$ cat src/rtl/mux4_rr_arbiter_if.sv
// +------------------------------------------------------------------+
// | Module   : mux4_rr_arbiter_if                                     |
// | Brief    : Request/data/grant and output-channel bundle between   |
// |            four requesters and the round-robin 4:1 arbiter.       |
// |            MUX_ARB_LOCK_EN adds the lock signal.                   |
// | Revision : 1.0  initial release                                   |
// +------------------------------------------------------------------+
`default_nettype none

interface mux4_rr_arbiter_if #(
  parameter int DATA_W = 1
);
  logic [3:0]        req;
  logic [DATA_W-1:0] a;
  logic [DATA_W-1:0] b;
  logic [DATA_W-1:0] c;
  logic [DATA_W-1:0] d;
  logic              out_ready;
  logic [3:0]        gnt;
  logic [1:0]        sel;
  logic              out_valid;
  logic [DATA_W-1:0] out_data;
  logic              busy;
`ifdef MUX_ARB_LOCK_EN
  logic              lock;

  // Requester/downstream side
  modport master (
    output req, a, b, c, d, out_ready, lock,
    input  gnt, sel, out_valid, out_data, busy
  );

  // Arbiter side
  modport slave (
    input  req, a, b, c, d, out_ready, lock,
    output gnt, sel, out_valid, out_data, busy
  );
`else
  // Requester/downstream side
  modport master (
    output req, a, b, c, d, out_ready,
    input  gnt, sel, out_valid, out_data, busy
  );

  // Arbiter side
  modport slave (
    input  req, a, b, c, d, out_ready,
    output gnt, sel, out_valid, out_data, busy
  );
`endif
endinterface

`default_nettype wire

$ cat src/rtl/mux4_rr_arbiter.sv
// +------------------------------------------------------------------+
// | Module   : mux4_rr_arbiter                                        |
// | Brief    : Round-robin scheduler for a shared 4:1 select path.    |
// |            Grants one requester at a time, drives the registered  |
// |            select and forwards the granted data on a valid/ready  |
// |            channel with at most MAX_BURST beats per grant.        |
// |            Optional feature macro: MUX_ARB_LOCK_EN (lock input    |
// |            holds the grant beyond the burst limit).               |
// | Revision : 1.0  initial release                                   |
// +------------------------------------------------------------------+
`default_nettype none

module mux4_rr_arbiter #(
  parameter int DATA_W    = 1,
  parameter int MAX_BURST = 4
) (
  input  wire logic          clk,
  input  wire logic          rst_n,
  mux4_rr_arbiter_if.slave   bus
);

  localparam int BEAT_W = $clog2(MAX_BURST) + 1;

  localparam logic [0:0]        c_st_idle   = 1'b0;
  localparam logic [0:0]        c_st_grant  = 1'b1;
  localparam logic [BEAT_W-1:0] c_last_beat = BEAT_W'(MAX_BURST - 1);

  logic [0:0]        r_state;
  logic [1:0]        r_sel;
  logic [3:0]        r_gnt;
  logic [1:0]        r_last_sel;
  logic [BEAT_W-1:0] r_beat_cnt;

  logic [0:0]        w_nxt_state;
  logic [1:0]        w_nxt_sel;
  logic [3:0]        w_nxt_gnt;
  logic [1:0]        w_nxt_last_sel;
  logic [BEAT_W-1:0] w_nxt_beat_cnt;

  logic              w_win_found;
  logic [1:0]        w_win;
  logic              w_busy;
  logic              w_req_sel;
  logic              w_out_valid;
  logic              w_xfer;
  logic              w_burst_done;
  logic              w_beat_sat;
  logic [DATA_W-1:0] w_out_data;

  // Round-robin search: lowest offset (1..4) from last_sel with req set wins.
  // Scanning offsets from high to low lets the nearest hit overwrite the rest.
  always_comb begin
    w_win_found = 1'b0;
    w_win       = 2'd0;
    for (int i = 3; i >= 0; i--) begin
      if (bus.req[r_last_sel + 2'(i + 1)]) begin
        w_win_found = 1'b1;
        w_win       = r_last_sel + 2'(i + 1);
      end
    end
  end

  // Burst expiry; with lock enabled the counter saturates and expiry waits for lock to fall.
  always_comb begin
`ifdef MUX_ARB_LOCK_EN
    w_burst_done = !bus.lock && (r_beat_cnt >= c_last_beat);
    w_beat_sat   = (r_beat_cnt >= c_last_beat);
`else
    w_burst_done = (r_beat_cnt == c_last_beat);
    w_beat_sat   = 1'b0;
`endif
  end

  // State register: all arbiter state, cleared asynchronously.
  always_ff @(posedge clk or negedge rst_n) begin
    if (!rst_n) begin
      r_state    <= c_st_idle;
      r_sel      <= 2'b00;
      r_gnt      <= 4'b0000;
      r_last_sel <= 2'b11;
      r_beat_cnt <= '0;
    end else begin
      r_state    <= w_nxt_state;
      r_sel      <= w_nxt_sel;
      r_gnt      <= w_nxt_gnt;
      r_last_sel <= w_nxt_last_sel;
      r_beat_cnt <= w_nxt_beat_cnt;
    end
  end

  // Next-state logic: arbitrate in IDLE, count beats and decide exit in GRANT.
  always_comb begin
    w_nxt_state    = r_state;
    w_nxt_sel      = r_sel;
    w_nxt_gnt      = r_gnt;
    w_nxt_last_sel = r_last_sel;
    w_nxt_beat_cnt = r_beat_cnt;
    case (r_state)
      c_st_idle: begin
        w_nxt_gnt = 4'b0000;
        if (w_win_found) begin
          w_nxt_state    = c_st_grant;
          w_nxt_sel      = w_win;
          w_nxt_gnt      = 4'b0001 << w_win;
          w_nxt_last_sel = w_win;
          w_nxt_beat_cnt = '0;
        end
      end
      c_st_grant: begin
        if (!w_req_sel) begin
          // Requester withdrew: leave without transferring.
          w_nxt_state = c_st_idle;
          w_nxt_gnt   = 4'b0000;
        end else if (w_xfer) begin
          if (!w_beat_sat) begin
            w_nxt_beat_cnt = r_beat_cnt + 1'b1;
          end
          if (w_burst_done) begin
            w_nxt_state = c_st_idle;
            w_nxt_gnt   = 4'b0000;
          end
        end
      end
      default: begin
        w_nxt_state = c_st_idle;
        w_nxt_gnt   = 4'b0000;
      end
    endcase
  end

  // Output logic: valid follows the granted request, data muxed by registered sel.
  always_comb begin
    w_busy      = (r_state == c_st_grant);
    w_req_sel   = bus.req[r_sel];
    w_out_valid = w_busy && w_req_sel;
    w_xfer      = w_out_valid && bus.out_ready;
    case (r_sel)
      2'd0:    w_out_data = bus.a;
      2'd1:    w_out_data = bus.b;
      2'd2:    w_out_data = bus.c;
      default: w_out_data = bus.d;
    endcase
  end

  assign bus.gnt       = r_gnt;
  assign bus.sel       = r_sel;
  assign bus.busy      = w_busy;
  assign bus.out_valid = w_out_valid;
  assign bus.out_data  = w_out_data;

endmodule

`default_nettype wire

$ cat src/flat_wrapper.sv
// flat-port wrapper written by rule: the top's interface ports become plain ports
module mux4_rr_arbiter_flat 
#(
  parameter int DATA_W    = 1,
  parameter int MAX_BURST = 4
)
  (clk, rst_n, bus_req, bus_a, bus_b, bus_c, bus_d, bus_out_ready, bus_gnt, bus_sel, bus_out_valid, bus_out_data, bus_busy);
  mux4_rr_arbiter_if #(.DATA_W(DATA_W)) bus_i ();
  input  wire logic clk;
  input  wire logic rst_n;
  input wire logic [$bits(bus_i.req)-1:0] bus_req;
  input wire logic [$bits(bus_i.a)-1:0] bus_a;
  input wire logic [$bits(bus_i.b)-1:0] bus_b;
  input wire logic [$bits(bus_i.c)-1:0] bus_c;
  input wire logic [$bits(bus_i.d)-1:0] bus_d;
  input wire logic [$bits(bus_i.out_ready)-1:0] bus_out_ready;
  output wire logic [$bits(bus_i.gnt)-1:0] bus_gnt;
  output wire logic [$bits(bus_i.sel)-1:0] bus_sel;
  output wire logic [$bits(bus_i.out_valid)-1:0] bus_out_valid;
  output wire logic [$bits(bus_i.out_data)-1:0] bus_out_data;
  output wire logic [$bits(bus_i.busy)-1:0] bus_busy;
  assign bus_i.req = bus_req;
  assign bus_i.a = bus_a;
  assign bus_i.b = bus_b;
  assign bus_i.c = bus_c;
  assign bus_i.d = bus_d;
  assign bus_i.out_ready = bus_out_ready;
  assign bus_gnt = bus_i.gnt;
  assign bus_sel = bus_i.sel;
  assign bus_out_valid = bus_i.out_valid;
  assign bus_out_data = bus_i.out_data;
  assign bus_busy = bus_i.busy;
  mux4_rr_arbiter #(.DATA_W(DATA_W), .MAX_BURST(MAX_BURST)) u_core (.clk(clk), .rst_n(rst_n), .bus(bus_i));
endmodule
$ cat config.mk
export PLATFORM = sky130hd
export DESIGN_NAME = mux4_rr_arbiter_flat
export DESIGN_NICKNAME = d
export VERILOG_FILES = /design/src/rtl/mux4_rr_arbiter_if.sv /design/src/rtl/mux4_rr_arbiter.sv /design/src/flat_wrapper.sv
export SDC_FILE = /design/constraint.sdc
export NUM_CORES = 1
export LEC_CHECK = 0
export ABC_CLOCK_PERIOD_IN_PS = 3300
export BUFFER_PORTS_ARGS = -buffer_cell sky130_fd_sc_hd__clkbuf_2
export CORE_AREA = 8 8 48 50
export DETAILED_ROUTE_END_ITERATION = 8
export DIE_AREA = 0 0 56 58
export GPL_TIMING_DRIVEN = 0
export MAX_ROUTING_LAYER = met4
export PLACE_DENSITY = 0.67
export SLEW_MARGIN = 20
export SYNTH_ARGS = -nofsm -noshare
export SYNTH_HDL_FRONTEND = slang
export SYNTH_SLANG_ARGS = --single-unit
export TNS_END_PERCENT = 50
$ cat constraint.sdc
create_clock -name clk -period 3.3 [get_ports clk]
set_clock_uncertainty 0.2 [all_clocks]
set_input_delay 0.495 -clock clk [delete_from_list [all_inputs] [get_ports clk]]
set_output_delay 0.495 -clock clk [all_outputs]
set_load 0.02 [all_outputs]
* Word-level counts from Yosys, hierarchy flattened
Index checks and enable logic that the tools add are counted.
Storage, ports and cells: bits in registers 12, bits in latches 0, memory bits (writable) 0, bits in read-only memories 0, bits of input ports 11, output and inout bits 9, memories 0
Cells by class: add/sub/neg operators 4, multipliers 0, divide/modulo/power cells 0, magnitude comparators 5, equality and inequality tests 8, shift-type cells 1, multiplexer cells 33, bitwise logic cells 1, reductions and logical operators 6
Operator list (count):
- $mux 4 | 4
- $lt 2x3->1 const B | 5
- $mux 1 | 13
- $bmux 1 s2 | 5
- $mux 3 | 3
- $mux 2 | 4
- $pmux 4 s2 | 1
- $ne 3x3->1 const B | 2
- $pmux 3 s2 | 1
- $add 2x2->2 const B | 2
- $ne 2x2->1 const B | 2
- $reduce_and 2->1 | 2
- $shl 1x2->4 const A | 1
- $add 3x1->3 const B | 1
- $eq 3x2->1 const B | 1
- $pmux 1 s3 | 1
- $reduce_and 3->1 | 1
- $add 2x1->2 const B | 1
- $eq 2x1->1 const B | 1
- $eq 2x2->1 const B | 1
- $logic_and 1x1->1 | 2
- $logic_not 2->1 | 1
- $ne 2x1->1 const B | 1
- $pmux 1 s2 | 1
- $not 1->1 | 1

* Depth between registers and ports, before layout
depth after elaboration 9, depth in mapped cells 4

* Worst setup path after synthesis
Ideal clock, no wire load.
path type register -> output, from register u_core.r_sel[0], in the netlist u_core.bus.sel[0], to output port bus_out_valid, arrival 1.211 ns, setup slack 1.394 ns, stages on the path, launching flop included 3, path buffers 0, cell sequence dfrtp_1 mux4_2 and2_4
On the way: word-level cells in the longest chain between the ends 3
RTL lines:
- start, declared | RTL line mux4_rr_arbiter.sv:29 | logic [1:0] r_sel;
- start signal, assigned | RTL line mux4_rr_arbiter.sv:84 | r_sel <= w_nxt_sel;
- $bmux 1 s2 | RTL line mux4_rr_arbiter.sv:134 | w_req_sel = bus.req[r_sel];
- $mux 1 (not written as such) | RTL line mux4_rr_arbiter.sv:134
- $logic_and 1x1->1 | RTL line mux4_rr_arbiter.sv:135 | w_out_valid = w_busy && w_req_sel;
- end, declared | RTL line flat_wrapper.sv:19 | output wire logic [$bits(bus_i.out_valid)-1:0] bus_out_valid;
Every way passes these cells. The select of a mux whose other input is x is not followed.

* Final worst setup path
Ends and elaborated chain as after synthesis.

==> run summary <==
status: finished clean
Worst R2R Start: u_core.bus.sel[0]
Setup Buffers After CTS: 0
Post-Place Cell Area: 767 um2
post-DR wirelength/cell: 13.7 um
fmax: 0.448 GHz
Cell Pwr Density: 898 mW/mm2
clk slew on worst S/H paths: 0.07 ns
CTS Root Cell: clkbuf_4
via count: 540
Final HPWL DP: 1.11 mm
GRT Overall Usage: 9.25%
Remaining Overflow, GRT: 0
CTS tree: done
starting density of the core: 40.3%
CP Launch Point: u_core.bus.sel[0]
multiplexer area fraction after synthesis: 12.1%
Mapped Cells: 59
diode count: 0
IO Pins: 20
Num CTS Buffers: 3
Synth Warn #: 0
Routed Antenna Nets: 0
Slew @ Worst Pin: 0.384 ns
flops & latches, synth: 12
DR pass1 iterations: 4
layout cells sized above 1: 36.1%
Max Cap Viol: 0
top-area cell type share of the netlist area: 38.5%
Net Count, Synth: 72
complex-gate fraction of the synthesized area: 20.2%
final instance area: 813 um2
Tightest Hold Check Type: flip-flop to flip-flop
adder-cell share of the synthesized area: 3.85%
vias in the first global route: 548
number of flops mapped to enable cells by yosys: 0
Die X: 56 um
Pins Over Slew Limit: 0
final setup margin: 1.07 ns
Sink Count: 12
critical path launch point type: flip-flop
unrepaired setup endpoints after global routing: no
port bufs: 19
Layout area overhead: 25.0%
final setup TNS: 0 ns
Power, Total: 0.730 mW
Worst R2R End: u_core.bus.gnt[2]
timing endpoint of the critical path: bus_out_valid
row count: 15
post-synthesis sequential area ratio: 46.5%
Peak VDD IR: 0.310 mV
DP Worst Slack: 1.19 ns
final wirelength: 1.37 mm
first-pass GRT wire length: 2.37 mm
Worst setup EP type: output pin
worst-path fanout max: 4
most frequent cells in the layout: clkbuf_2 (19), dfrtp_1 (10), nand2_1 (7)
Async SR Flop Fraction: 100%
worst skew pair latency: 0.27 ns
CP arrival: 1.54 ns
CP Cell Sequence: mux4_2 > and2_4 > clkbuf_2
main combinational cell family by area after synthesis: compound AO/OA/AOI/OAI gates
vias per cell: 5.40
Die Span Y: 58 um
Mapped Area: 651 um2
top cells by area, synth: dfrtp_1 (38%), dfstp_2 (8.1%), mux2i_1 (4.6%), mux4_1 (4.0%), nand2_1 (4.0%)
DR iter-0 viols: 13
initial antenna violation count: 0
WP data required: 2.60 ns
drc violations: 0
Synth Area in XOR/XNOR: 0%
CP peak stage delay: 0.51 ns
Max Root-Sink Buffers: 2
core footprint: 0.00161 mm2
r2r worst-path depth: 4
critical path class: flip-flop to output pin
slowest cell on the critical path: mux4_2
Hold Path Depth: 1
Synth Area in Simple Gates: 13.8%
minimum clock period: 2.23 ns
most common flop cell mapped by yosys: dfrtp_1
# nets final: 97
pin count of the biggest net entering global routing: 13
flop2flop setup slack: 1.48 ns
period utilization: 67.6%
Final Hold Viols: 0
Lkg Pwr: 0.416 nW
Yosys cell types: 24
CTS H-Tree Depth: 1
syn avg cell area: 11.0 um2
GPL Wtd Cong: 0.771
Worst slew margin: 74.4%
post-synth top area cell: dfrtp_1
die area: 0.00325 mm2
fin util: 50.4%
commonest non-fill, non-tap cell in the layout: clkbuf_2
Finish-stage setup viols: 0
-- cells by family after synthesis --
family / after synthesis
compound gates: 15
fa+ha+maj: 2
buf+inv: 6
flops: 12
mux: 5
simple gates: 19
-- worst max-delay path, delay by kind of cell (launching register included) --
| family | cells | cell delay, ns |
|---|---|---|
| mux | 1 | 0.51 |
| buf+inv | 1 | 0.15 |
| flops | 1 | 0.43 |
| simple gates | 1 | 0.18 |
-- per-stage QoR --
| step | cells | hold slack, ns |
|---|---|---|
| global route | 100 | 0.309 |
| floorplan | 59 | -0.000591 |
| finish | 100 | 0.284 |
| CTS | 100 | 0.290 |
| detailed placement | 95 | 0.195 |
| global placement | 95 | 0.189 |
-- cells in the mapped netlist, types with 2 or more instances --
cell	number
nand2_1	7
mux2i_1	3
ha_1	2
dfstp_2	2
o2bb2ai_1	3
dfrtp_1	10
o21ai_0	2
a221oi_1	2
inv_1	6
nor2_1	6
a21oi_1	2
nand2b_1	2
-- cell type report --
type                    instances  area, um2
multi-input cells              41        325
inverters                       6       22.5
flip-flops and latches         12        303
well taps                      17       21.3
clock buffers                   4       36.3
fillers                       142        801
repair buffers                 20        105
-- routing by layer --
layer / track usage, % / up-vias / wire, um
li1: - / 260 / -
met5: - / - / 0
met4: 7.22 / 0 / 21
met2: 13.9 / 18 / 606
met3: 2.40 / 2 / 75
met1: 10.2 / 260 / 663
-- flip-flops by register name, indices dropped and copies added, names as in the netlist --
signal,cells
u_core.bus.gnt,4
u_core.bus.sel,2
u_core.bus.busy,1
u_core.r_beat_cnt,3
u_core.r_last_sel,2
-- where the power goes --
part	total, mW	switching, mW	internal, mW
sequential	0.265	0.0493	0.216
clock	0.113	0.0463	0.0670
combinational	0.351	0.199	0.152
-- what timing repair did --
action                    in CTS  in global routing
hold buffers                   1                  0
resized for setup              0                  0
hold endpoints to repair      10                  0
-- worst min-delay path by stage --
| stage | start | endpoint | slack (ns) |
|---|---|---|---|
| 5_1_grt | u_core.r_beat_cnt[0] | u_core.r_beat_cnt[0] | 0.31 |
| 2_1_floorplan | rst_n | u_core.bus.busy | -0.0006 |
| 4_1_cts | u_core.r_beat_cnt[0] | u_core.r_beat_cnt[0] | 0.29 |
| 3_5_place_dp | rst_n | u_core.bus.gnt[0] | 0.20 |
| 3_3_place_gp | rst_n | u_core.bus.gnt[2] | 0.19 |
| 6_report | u_core.r_beat_cnt[0] | u_core.r_beat_cnt[0] | 0.28 |
Note: power is estimated with default switching activity, not from simulation.
